**src/rtl/execute_unit.sv**
```systemverilog
// ============================================================================
// Module   : execute_unit
// Purpose  : Execute stage. Single-cycle ALU plus a 32-iteration shift-add
//            multiplier that drives the register file write port.
//            Optional macro EXEC_MULH_EN adds opcode 9 (MULH, upper product).
// Revision : 1.0  initial release
// ============================================================================
`default_nettype none

module execute_unit #(
    parameter int DATA_WIDTH = 32,
    parameter int ADDR_WIDTH = 5,
    parameter int MUL_CYCLES = 32
) (
    input  logic                  clock,
    input  logic                  reset,
    input  logic                  start,
    input  logic [3:0]            opcode,
    input  logic [DATA_WIDTH-1:0] operand_a,
    input  logic [DATA_WIDTH-1:0] operand_b,
    input  logic [ADDR_WIDTH-1:0] dest_address,
    output logic                  busy,
    output logic [DATA_WIDTH-1:0] result,
    output logic [ADDR_WIDTH-1:0] write_address,
    output logic                  write_enable,
    output logic                  zero,
    output logic                  illegal_op
);

`ifdef EXEC_MULH_EN
    localparam int ACC_W = 2 * DATA_WIDTH;
`else
    localparam int ACC_W = DATA_WIDTH;
`endif
    localparam int CNT_W = $clog2(MUL_CYCLES) + 1;

    localparam logic [0:0] c_S_IDLE    = 1'b0;
    localparam logic [0:0] c_S_MUL_RUN = 1'b1;

    localparam logic [3:0] c_OP_ADD  = 4'd0;
    localparam logic [3:0] c_OP_SUB  = 4'd1;
    localparam logic [3:0] c_OP_AND  = 4'd2;
    localparam logic [3:0] c_OP_OR   = 4'd3;
    localparam logic [3:0] c_OP_XOR  = 4'd4;
    localparam logic [3:0] c_OP_SLL  = 4'd5;
    localparam logic [3:0] c_OP_SRL  = 4'd6;
    localparam logic [3:0] c_OP_SLT  = 4'd7;
    localparam logic [3:0] c_OP_MUL  = 4'd8;
    localparam logic [3:0] c_OP_MULH = 4'd9;

    logic [0:0]            r_state;
    logic [0:0]            w_state_next;
    logic [ACC_W-1:0]      r_mcand;
    logic [ACC_W-1:0]      r_acc;
    logic [DATA_WIDTH-1:0] r_mplier;
    logic [CNT_W-1:0]      r_count;
    logic [ADDR_WIDTH-1:0] r_dest;
    logic [DATA_WIDTH-1:0] r_result;
    logic [ADDR_WIDTH-1:0] r_waddr;
    logic                  r_we;
    logic                  r_zero;
    logic                  r_illegal;
`ifdef EXEC_MULH_EN
    logic                  r_mulh;
`endif

    logic                  w_idle_start;
    logic                  w_is_alu;
    logic                  w_is_mul;
    logic                  w_mul_done;
    logic [DATA_WIDTH-1:0] w_alu;
    logic [ACC_W-1:0]      w_acc_sum;
    logic [DATA_WIDTH-1:0] w_mul_result;

    assign w_idle_start = start && (r_state == c_S_IDLE);
    assign w_is_alu     = (opcode < c_OP_MUL);
`ifdef EXEC_MULH_EN
    assign w_is_mul     = (opcode == c_OP_MUL) || (opcode == c_OP_MULH);
`else
    assign w_is_mul     = (opcode == c_OP_MUL);
`endif
    assign w_mul_done   = (r_state == c_S_MUL_RUN) && (r_count == CNT_W'(MUL_CYCLES - 1));

    // Final iteration's partial product is folded in combinationally so the
    // write lands on the same edge the counter reaches MUL_CYCLES.
    assign w_acc_sum = r_acc + (r_mplier[0] ? r_mcand : '0);
`ifdef EXEC_MULH_EN
    assign w_mul_result = r_mulh ? w_acc_sum[ACC_W-1 -: DATA_WIDTH] : w_acc_sum[DATA_WIDTH-1:0];
`else
    assign w_mul_result = w_acc_sum;
`endif

    always_comb begin
        w_alu = '0;
        case (opcode)
            c_OP_ADD: w_alu = operand_a + operand_b;
            c_OP_SUB: w_alu = operand_a - operand_b;
            c_OP_AND: w_alu = operand_a & operand_b;
            c_OP_OR:  w_alu = operand_a | operand_b;
            c_OP_XOR: w_alu = operand_a ^ operand_b;
            c_OP_SLL: w_alu = operand_a << operand_b[4:0];
            c_OP_SRL: w_alu = operand_a >> operand_b[4:0];
            c_OP_SLT: w_alu = {{(DATA_WIDTH-1){1'b0}}, ($signed(operand_a) < $signed(operand_b))};
            default:  w_alu = '0;
        endcase
    end

    always_ff @(posedge clock or posedge reset) begin
        if (reset) begin
            r_state <= c_S_IDLE;
        end else begin
            r_state <= w_state_next;
        end
    end

    always_comb begin
        w_state_next = r_state;
        case (r_state)
            c_S_IDLE:    if (start && w_is_mul) w_state_next = c_S_MUL_RUN;
            c_S_MUL_RUN: if (w_mul_done)        w_state_next = c_S_IDLE;
            default:                            w_state_next = c_S_IDLE;
        endcase
    end

    always_comb begin
        busy = (r_state == c_S_MUL_RUN);
    end

    always_ff @(posedge clock or posedge reset) begin
        if (reset) begin
            r_mcand   <= '0;
            r_acc     <= '0;
            r_mplier  <= '0;
            r_count   <= '0;
            r_dest    <= '0;
            r_result  <= '0;
            r_waddr   <= '0;
            r_we      <= 1'b0;
            r_zero    <= 1'b0;
            r_illegal <= 1'b0;
`ifdef EXEC_MULH_EN
            r_mulh    <= 1'b0;
`endif
        end else begin
            r_we      <= 1'b0;
            r_illegal <= 1'b0;
            if (w_idle_start) begin
                if (w_is_alu) begin
                    r_result <= w_alu;
                    r_waddr  <= dest_address;
                    r_zero   <= (w_alu == '0);
                    r_we     <= 1'b1;
                end else if (w_is_mul) begin
                    r_mcand  <= ACC_W'(operand_a);
                    r_mplier <= operand_b;
                    r_acc    <= '0;
                    r_count  <= '0;
                    r_dest   <= dest_address;
`ifdef EXEC_MULH_EN
                    r_mulh   <= (opcode == c_OP_MULH);
`endif
                end else begin
                    r_illegal <= 1'b1;
                end
            end else if (r_state == c_S_MUL_RUN) begin
                r_acc    <= w_acc_sum;
                r_mcand  <= r_mcand << 1;
                r_mplier <= r_mplier >> 1;
                r_count  <= r_count + 1'b1;
                if (w_mul_done) begin
                    r_result <= w_mul_result;
                    r_waddr  <= r_dest;
                    r_zero   <= (w_mul_result == '0);
                    r_we     <= 1'b1;
                end
            end
        end
    end

    assign result        = r_result;
    assign write_address = r_waddr;
    assign write_enable  = r_we;
    assign zero          = r_zero;
    assign illegal_op    = r_illegal;

endmodule

`default_nettype wire

```
**config.mk**
```make
export PLATFORM = sky130hd
export DESIGN_NAME = execute_unit
export DESIGN_NICKNAME = d
export VERILOG_FILES = /design/src/rtl/execute_unit.sv
export SDC_FILE = /design/constraint.sdc
export NUM_CORES = 1
export LEC_CHECK = 0
export BUFFER_PORTS_ARGS = -buffer_cell sky130_fd_sc_hd__buf_4
export CAP_MARGIN = 40
export CELL_PAD_IN_SITES_DETAIL_PLACEMENT = 1
export CELL_PAD_IN_SITES_GLOBAL_PLACEMENT = 1
export CORE_UTILIZATION = 48
export DETAILED_ROUTE_END_ITERATION = 6
export PLACE_DENSITY_LB_ADDON = 0.1
export SYNTH_ARGS = -nofsm -noshare
export SYNTH_HDL_FRONTEND = slang
export SYNTH_SLANG_ARGS = --single-unit
```
**constraint.sdc**
```tcl
create_clock -name clock -period 8.65 [get_ports clock]
set_input_delay 0.865 -clock clock [delete_from_list [all_inputs] [get_ports clock]]
set_output_delay 0.865 -clock clock [all_outputs]
set_load 0.1 [all_outputs]
```
==> impl_metrics.csv, run 1 <==
group,metric,value,unit
placed_design,routabilityCongestion,1.073,
timing,slew_violations,0,
hold_path,hp-class,"primary input to asynchronous set/reset pin",
synthesis,synthMuxAreaShare,10.73,%
worst_setup_path,cp_cell_sequence,"buf_4 > buf_4 > mux2_2 > mux4_2 > a221oi_1 > o2111ai_1 > nor3_1 > or4b_1 > or4_1 > or4_1 > nor4_2 > nand4_1 > nand3_1",
synthesis,syn_area_per_cell,7.562,sq um
route,dr.pass1.iters,6,
timing,rsz0062_at_grt,"false",
global_routing,grt_first_pass_wirelength,132.7,mm
die,std_cell_rows,70,
clocking,clk_latency,480,ps
worst_setup_path,critPathKind,"primary input to flip-flop",
timing,post-route-period-util,64.57,%
worst_setup_path,reg2regPathDepth,14,
global_routing,grt_pass1_vias,20460,
die,initial_utilization,49.04,%
worst_setup_path,arrival,5990,ps
power_and_ir_drop,p_total,4.730,mW
final_layout,drive_above_1_share,12.94,%
synthesis,synth_edf_count,0,
route,viasPerCell,7.133,
synthesis,syn_inst,2391,
power_and_ir_drop,vdd_drop_max,0.0001690,V
route,routedWlPerCell,30.68,um
synthesis,synthXorXnorAreaFrac,1.841,%
worst_setup_path,start_kind,"primary input",
global_routing,gr-total-overflow,0,
flow_run,maxCapViolCount,0,
route,wl,89.67,mm
clocking,path_clk_slew,80,ps
synthesis,syn_area,18080,sq um
placed_design,place_area,19320,sq um
final_layout,layout_commonest_cell,"nand2_1",
placed_design,port_buffers,116,
global_routing,met2_usage,71.19,%
clocking,cts_buffer_depth,2,
timing,whs,485.4,ps
synthesis,synth_flop_cell,"dfrtp_1",
global_routing,grtUsageMet1,60.21,%
global_routing,grt_usage,46.20,%
worst_setup_path,path_buf_inv,2,
worst_setup_path,critPathRequiredTime,9050,ps
die,die_h,196.1,um
final_layout,finalInstanceArea,19910,sq um
final_layout,diodes,0,
global_routing,grt_antenna_before_repair,1,
worst_setup_path,crit_cells,13,
timing,finalSetupTns,0,ps
die,die_area,38450,sq um
synthesis,synth_compound_gate_area_share,28.73,%
timing,fmax,179.1,MHz
timing,slew_headroom,34.42,%
clocking,cts.sink_count,148,
clocking,cts_tree,"built",
synthesis,async_flop_share,100.0,%
synthesis,yosysTopAreaCell,"dfrtp_1",
clocking,root_buffer,"clkbuf_16",
clocking,cts_resized,0,
route,drc,0,
synthesis,synth_top_family_by_area,"compound AO/OA/AOI/OAI gates",
final_layout,layout_common_cells,"nand2_1, nor2_1, a21oi_1",
worst_setup_path,cpMaxStageDelayCell,"buf_4",
synthesis,synth_top_area_share,20.48,%
global_routing,grt-busiest-layer,"met2",
power_and_ir_drop,p_leak,8.659,nW
synthesis,postSynthRegisterBits,148,
synthesis,synth_cell_types,86,
power_and_ir_drop,powerDensity,237.6,nW/um^2
outcome,outcome,"complete, no violations",
timing,tightest_slew,982.6,ps
placed_design,dp_hpwl,66.83,mm
worst_setup_path,crit_family,"simple AND/OR/NAND/NOR gates",
global_routing,use_met3,10.14,%
worst_setup_path,cp_max_fo,53,
global_routing,grt_max_degree,79,
worst_setup_path,critical_path.max_stage_delay,630,ps
clocking,hold_buffers,0,
die,floorplan.io_pins,117,
route,drt.antenna.violating_nets,0,
die,die_x,196.1,um
route,vias,20850,
final_layout,area.growth.synth_to_final,10.10,%
final_layout,nNetsFinal,2631,
timing,min_period,5585,ps
synthesis,syn_nets,2616,
synthesis,seq_area_frac_synth,20.48,%
timing,setup_viol,0,
synthesis,synth_simple_gate_area_share,21.62,%
worst_setup_path,cp-end-kind,"flip-flop",
timing,skew,16.31,ps
clocking,cts_buffers,17,
die,core-area,36870,sq um
route,drt_iter0_markers,2433,
timing,hold_viol,0,
synthesis,synth-warning-count,0,
synthesis,synth_fa_ha_area_share,10.44,%
clocking,cts_setup_buffers,0,
clocking,htree_levels,4,
synthesis,yosys-top-cells-area,"dfrtp_1, ha_1, nand2_1",
stage by stage:
| step | setup WS (ps) | util (%) | instances |
|---|---|---|---|
| 5_1_grt | 2997 | 53.99 | 2923 |
| 3_3_place_gp | 2786 | 52.17 | 2880 |
| 6_report | 3065 | 53.99 | 2923 |
| 4_1_cts | 3181 | 53.95 | 2921 |
| 2_1_floorplan | 3134 | - | 2391 |
| 3_5_place_dp | 2710 | 52.40 | 2889 |
registers in the layout, summed over array words and instances, names as in the netlist:
name           flops
r_acc             32
r_mcand           32
r_mplier          32
result            32
r_count            6
r_dest             5
write_address      5
busy               1
illegal_op         1
write_enable       1
zero               1
area by class of cell:
class	instances	area, sq um
Fill cell	4566	16970
Multi-Input combinational cell	1958	13310
Sequential cell	148	3704
Timing Repair Buffer	163	1239
Tap cell	504	630.6
Inverter	118	447.9
Clock buffer	18	439.2
Clock inverter	14	133.9
cells in the mapped netlist (all sizes together), types with 11 or more instances:
master	count
a22oi	35
nor4	22
o2111ai	16
inv	117
o31ai	16
o21bai	16
mux2	36
a211oi	31
o221ai	17
a21oi	211
nand4	17
a2111oi	11
nand2b	20
or2	12
mux2i	61
a221oi	18
a21o	29
ha	146
xnor2	28
nand2	286
o21ai	190
nor2	232
a31oi	26
mux4	41
o211ai	34
o22ai	33
nor2b	22
and2	45
or3	16
buf	28
and3	14
clkbuf	139
dfrtp	148
nand3	65
nor3	40
worst paths after layout:
kind                       slack (ps)      endpoint         start
min in group clock                490    result[11]    result[11]
max in group asynchronous        7000     result[7]         reset
hold reg to reg                   490    result[11]    result[11]
hold / removal                    490  write_enable         reset
setup reg to reg                 3430          zero   r_mplier[0]
setup / recovery                 3070          zero  operand_b[0]
kinds of logic (layout without fill, tap and decap cells):
kind of cell | count (synthesis) | in the layout
simple gates | 835 | 835
compound gates | 798 | 798
buf+inv | 285 | 313
fa+ha+maj | 149 | 149
flops | 148 | 148
mux | 138 | 138
xor+xnor | 38 | 38
metal layers:
metal | vias up | wire [um]
li1 | 8833 | -
met1 | 10390 | 36070
met2 | 1324 | 39170
met3 | 303 | 8979
met4 | 0 | 5445
met5 | - | 0
report_power, final:
part	switching, mW	total (mW)	internal, mW	leakage (nW)
clock network	0.389	0.779	0.390	0.279
logic	1.93	2.75	0.821	6.50
registers	0.222	1.20	0.977	1.87
total	2.54	4.73	2.19	8.66
No activity file was read; power rests on OpenSTA's default activity.
==> run 2: changes to the inputs <==
--- a/config.mk
+++ b/config.mk
@@ -9,7 +9,7 @@
 export CAP_MARGIN = 40
 export CELL_PAD_IN_SITES_DETAIL_PLACEMENT = 1
 export CELL_PAD_IN_SITES_GLOBAL_PLACEMENT = 1
-export CORE_UTILIZATION = 48
+export CORE_UTILIZATION = 42
 export DETAILED_ROUTE_END_ITERATION = 6
 export PLACE_DENSITY_LB_ADDON = 0.1
 export SYNTH_ARGS = -nofsm -noshare
==> constraint.sdc (replaced) <==
create_clock -name clock -period 4.7 [get_ports clock]
set_input_delay 0.47 -clock clock [delete_from_list [all_inputs] [get_ports clock]]
set_output_delay 0.47 -clock clock [all_outputs]
set_load 0.1 [all_outputs]
==> run 2 against run 1 <==
  * Global-route usage fell by 5.3 points
  * Clock power rose by 82%
  * Critical path type is now flip-flop to flip-flop
  * Non-clock buffer count rose by 96
  * First-iteration DRC count fell by 9.0%
  * Setup slack got worse by 2800 ps
  * Highest routed layer is now met5
  * Die area rose by 14%
  * Design area rose by 4.3%
  * Via count fell by 0.96%
==> impl_metrics.csv, run 2 (synthesis gave the netlist of run 1 again) <==
group,metric,value,unit
outcome,outcome,"complete, no violations",
clocking,cts.sink_count,148,
route,drt_iter0_markers,2214,
clocking,clk_latency,480,ps
hold_path,hp-class,"primary input to asynchronous set/reset pin",
timing,min_period,4476,ps
die,initial_utilization,42.82,%
worst_setup_path,reg2regPathDepth,14,
placed_design,dp_hpwl,70.84,mm
final_layout,register_area,3705,sq um
timing,slew_headroom,29.50,%
worst_setup_path,cp-startpoint,"r_mplier[0]",
worst_setup_path,regToRegStartpoint,"r_mplier[0]",
global_routing,use_met3,7.182,%
die,core-area,42230,sq um
placed_design,place_inst,3022,
die,floorplan.io_pins,117,
route,vias,20650,
final_layout,finalInstanceArea,20770,sq um
die,die_h,209.5,um
worst_setup_path,worstReg2RegEnd,"zero",
final_layout,layout_commonest_cell,"nand2_1",
global_routing,grtUsageMet1,54.67,%
timing,rsz0062_at_grt,"false",
final_layout,area.growth.synth_to_final,14.88,%
worst_setup_path,start_kind,"flip-flop",
placed_design,routabilityCongestion,1.037,
placed_design,place_area,20150,sq um
timing,post-route-period-util,95.24,%
timing,setup_viol,0,
route,wl,89.81,mm
global_routing,grt_pass1_vias,20550,
power_and_ir_drop,p_leak,9.151,nW
timing,finalSetupTns,0,ps
placed_design,port_buffers,116,
flow_run,maxCapViolCount,0,
final_layout,drive_above_1_share,16.38,%
power_and_ir_drop,vdd_drop_max,0.0003878,V
clocking,hold_buffers,0,
worst_setup_path,cp_max_fo,12,
route,dr.pass1.iters,6,
worst_setup_path,arrival,4880,ps
clocking,htree_levels,4,
final_layout,nFillCells,5272,
global_routing,met2_usage,64.47,%
timing,tightest_slew,1058,ps
clocking,cts_buffers,17,
die,std_cell_rows,75,
route,drt.antenna.violating_nets,0,
route,routedWlPerCell,29.40,um
timing,skew,13.41,ps
clocking,cts_tree,"built",
die,die_x,209.5,um
timing,slew_violations,0,
global_routing,grt_usage,40.90,%
global_routing,gr-total-overflow,0,
final_layout,nNetsFinal,2727,
die,die_area,43880,sq um
worst_setup_path,cp-end-kind,"flip-flop",
clocking,cts_setup_buffers,0,
clocking,path_clk_slew,70,ps
global_routing,grt-busiest-layer,"met2",
worst_setup_path,critPathRequiredTime,5100,ps
final_layout,multi_input_area,13350,sq um
route,drc,0,
timing,hold_viol,0,
worst_setup_path,critPathKind,"flip-flop to flip-flop",
global_routing,grt_antenna_before_repair,3,
worst_setup_path,rrSetupSlack,220,ps
route,viasPerCell,6.759,
final_layout,layout_common_cells,"nand2_1, buf_4, nor2_1",
global_routing,grt_first_pass_wirelength,134.0,mm
clocking,root_buffer,"clkbuf_16",
clocking,cts_buffer_depth,2,
global_routing,grt_max_degree,127,
timing,fmax,223.4,MHz
power_and_ir_drop,powerDensity,419.3,nW/um^2
final_layout,final_cells,3055,
worst_setup_path,cp-endpoint,"zero",
==> run 2: changes by cell type in the layout (fill, tap and decap cells not counted), sizes merged <==
cell,delta
buf,+96
clkinvlp,-1
bufinv,+2
clkinv,+2
clkbuf,+2
diode,+1
inv,-5
==> run 2: worst min path at each step <==
stage	startpoint	endpoint	slack, ps
2_1_floorplan	r_mplier[10]	r_mplier[10]	450
3_3_place_gp	r_mplier[2]	r_mplier[2]	460
5_1_grt	reset	r_acc[27]	180
4_1_cts	reset	r_dest[3]	120
3_5_place_dp	result[28]	result[28]	470
6_report	reset	r_dest[3]	120
==> run 2: worst max-delay path, stage by stage, from the launching register on <==
cell and delay (ps):
dfrtp_1 500, and2_1 220, ha_1 250, fa_1 490, a211oi_1 360, o21ai_0 230, a21oi_1 270, xnor2_1 250
o2111ai_1 280, a2111oi_4 470, nand4b_1 210, nor4_1 260, nor4bb_1 270, nand4b_1 210, nand3_1 130
==> run 2: repair_timing <==
action,CTS,global route
pin swaps,0,0
resized for setup,1,3
setup endpoints to repair,1,1
gates cloned,0,0
==> run 2: area by class of cell <==
class	instances	area share, %
Antenna cell	1	0.01205
Clock buffer	20	2.150
Clock inverter	12	0.6867
Inverter	118	2.156
Multi-Input combinational cell	1958	64.26
Sequential cell	148	17.84
Tap cell	539	3.247
Timing Repair Buffer	259	9.650
==> run 2: report_power, final <==
part,switching [mW],leakage (nW),internal [mW],total (mW)
registers,0.407,1.87,1.80,2.21
clock network,0.615,0.286,0.804,1.42
logic,3.46,6.99,1.62,5.08
==> run 2: metal layers <==
metal | vias to the layer above | share of wire, %
li1 | 9018 | -
met1 | 10350 | 42
met2 | 1051 | 45
met3 | 231 | 8.3
met4 | 2 | 4.8
met5 | - | 0.017
==> run 2: stage by stage <==
stage	hold WS, ps	setup WS (ps)	power [mW]	util [%]
after global placement	461.2	40.56	6.984	47.68
after global routing	178.7	62.62	9.190	49.18
final	121.8	223.6	8.709	49.19
after CTS	119.8	109.1	8.623	49.13
after detailed placement	471.7	17.19	7.164	47.73
after floorplan	450.2	12.43	5.546	-
==> run 3: changes to the inputs <==
--- a/config.mk
+++ b/config.mk
@@ -5,6 +5,7 @@
 export SDC_FILE = /design/constraint.sdc
 export NUM_CORES = 1
 export LEC_CHECK = 0
+export ABC_AREA = 0
 export BUFFER_PORTS_ARGS = -buffer_cell sky130_fd_sc_hd__buf_4
 export CAP_MARGIN = 40
 export CELL_PAD_IN_SITES_DETAIL_PLACEMENT = 1
@@ -12,6 +13,8 @@
 export CORE_UTILIZATION = 42
 export DETAILED_ROUTE_END_ITERATION = 6
 export PLACE_DENSITY_LB_ADDON = 0.1
+export RECOVER_POWER = 50
+export SLEW_MARGIN = 30
 export SYNTH_ARGS = -nofsm -noshare
 export SYNTH_HDL_FRONTEND = slang
 export SYNTH_SLANG_ARGS = --single-unit
==> run 3 against run 2 <==
  * The flow now finishes with violations (max-capacitance violations, max-slew violations)
  * Global-route usage barely moved
  * Critical path depth unchanged
  * Critical endpoint unchanged
  * Core utilization down 0.20 points
  * Clock skew is essentially flat
==> impl_metrics.csv, run 3 (synthesis gave the netlist of run 1 again) <==
group,metric,value,unit
final_layout,fin_util,48.99,%
timing,rsz0062_at_grt,"false",
placed_design,place_area,20150,sq um
worst_setup_path,cp-end-kind,"flip-flop",
route,drt_iter0_markers,2183,
clocking,path_clk_slew,70,ps
route,routedWlPerCell,29.41,um
worst_setup_path,worstReg2RegEnd,"zero",
worst_setup_path,critPathKind,"flip-flop to flip-flop",
die,die_area,43880,sq um
timing,slew_headroom,-128.6,%
global_routing,gr-total-overflow,0,
placed_design,routabilityCongestion,1.037,
power_and_ir_drop,vdd_drop_max,0.0003124,V
placed_design,port_buffers,116,
route,dr.pass1.iters,6,
power_and_ir_drop,p_leak,9.085,nW
timing,skew,13.90,ps
placed_design,place_ws,-15.53,ps
timing,fmax,226.3,MHz
final_layout,nFillCells,5281,
placed_design,dp_hpwl,70.77,mm
clocking,clk_latency,480,ps
final_layout,drive_above_1_share,15.67,%
worst_setup_path,cpMaxStageDelayCell,"dfrtp_1",
die,initial_utilization,42.82,%
route,wl,89.83,mm
final_layout,layout_commonest_cell,"nand2_1",
route,drt.antenna.violating_nets,0,
route,vias,20610,
die,std_cell_rows,75,
clocking,cts_buffers,17,
final_layout,finalInstanceArea,20690,sq um
hold_path,hp-class,"primary input to flip-flop",
flow_run,maxCapViolCount,1,
placed_design,place_inst,3021,
route,viasPerCell,6.748,
power_and_ir_drop,p_total,8.695,mW
final_layout,layout_common_cells,"nand2_1, nor2_1, buf_4",
final_layout,diodes,0,
die,die_h,209.5,um
timing,min_period,4419,ps
timing,final.setup.worst_slack,280.7,ps
final_layout,register_area,3705,sq um
timing,post-route-period-util,94.03,%
worst_setup_path,cp_max_fo,12,
worst_setup_path,rrSetupSlack,280,ps
clocking,cts_buffer_depth,2,
outcome,outcome,"complete, but fails checks",
final_layout,final_cells,3054,
global_routing,grt_antenna_before_repair,5,
timing,slew_violations,77,
global_routing,grt_pass1_vias,20520,
clocking,htree_levels,4,
worst_setup_path,critical_path.max_stage_delay,500,ps
worst_setup_path,start_kind,"flip-flop",
global_routing,grt_first_pass_wirelength,134.4,mm
clocking,cts_tree,"built",
outcome,violations,"max-capacitance violations, max-slew violations",
worst_setup_path,reg2regPathDepth,14,
worst_setup_path,cp-startpoint,"r_mplier[0]",
die,floorplan.io_pins,117,
clocking,root_buffer,"clkbuf_16",
clocking,cts_setup_buffers,0,
final_layout,area.growth.synth_to_final,14.42,%
worst_setup_path,path_common_cell,"nand4b_1",
worst_setup_path,arrival,4820,ps
timing,setup_viol,0,
final_layout,nNetsFinal,2727,
timing,hold_viol,0,
die,die_x,209.5,um
power_and_ir_drop,powerDensity,420.3,nW/um^2
worst_setup_path,critPathRequiredTime,5100,ps
clocking,cts.sink_count,148,
hold_path,holdPathEnd,"r_dest[2]",
final_layout,multi_input_area,13330,sq um
worst_setup_path,cp_cell_sequence,"and2_1 > ha_1 > fa_1 > a211oi_1 > o211ai_1 > a31oi_1 > xnor2_1 > nand2b_1 > a2111oi_2 > nand4b_1 > nor4_1 > nor4bb_1 > nand4b_1 > nand3_1",
global_routing,grt_max_degree,127,
hold_path,min_from,"dest_address[2]",
die,core-area,42230,sq um
global_routing,grt_usage,40.87,%
worst_setup_path,regToRegStartpoint,"r_mplier[0]",
hold_path,min_path_cells,2,
route,drc,0,
timing,tightest_slew,3410,ps
[run 3: cell types whose count changed in the layout (fill, tap and decap cells not counted), moves of 2 or more]
| cell | delta |
|---|---|
| buf_4 | -22 |
| clkbuf_1 | +18 |
| inv_8 | +5 |
| clkbuf_2 | +2 |
| clkinv_4 | -2 |
[run 3: worst max-delay path by stage]
stage / slack, ps / endpoint
2_1_floorplan: 10 / zero
5_1_grt: 40 / zero
6_report: 280 / zero
3_5_place_dp: -20 / zero
4_1_cts: 180 / zero
3_3_place_gp: 40 / zero
[run 3: layer usage]
layer	global-route usage, %	vias to the layer above	part of all wire, %
met5	0	-	0.026
met4	19.31	4	5.0
met3	8.275	232	8.2
li1	-	9015	-
met1	54.25	10360	42
met2	63.64	993	45
[run 3: worst max-delay path: cells and delay by family (launching register included)]
family                     cells  cell delay [ps]
AOI/OAI and AO/OA              4             1440
xor gates and xnor gates       1              170
adders and majority gates      2              740
DFF                            1              500
and+or+nand+nor                7             1490
[run 3: report_power, final]
group	switching (mW)	leakage (nW)	internal (mW)	total, mW
Sequential	0.404	1.87	1.80	2.20
Combinational	3.46	6.91	1.57	5.03
Clock	0.654	0.299	0.806	1.46
Total	4.52	9.09	4.17	8.70
[run 3: final cells by class]
type	instances	area share, %
inverter	118	2.147
tap	539	3.260
clock buffer	17	2.056
clock inverter	15	0.8769
multi-input combinational	1958	64.43
timing repair buffer	259	9.320
sequential	148	17.91
[run 3: stage by stage]
step	setup TNS (ps)	hold slack, ps
floorplan	0	450.2
global placement	0	461.2
detailed placement	-15.53	471.7
CTS	0	128.9
global route	0	226.0
finish	0	240.8
[run 3: what timing repair did]
action                     in CTS  in global routing
gates resized for setup         1                  1
setup endpoints to repair       1                  1
cloned                          0                  0
hold endpoints to repair        0                  0
hold buffers                    0                  0
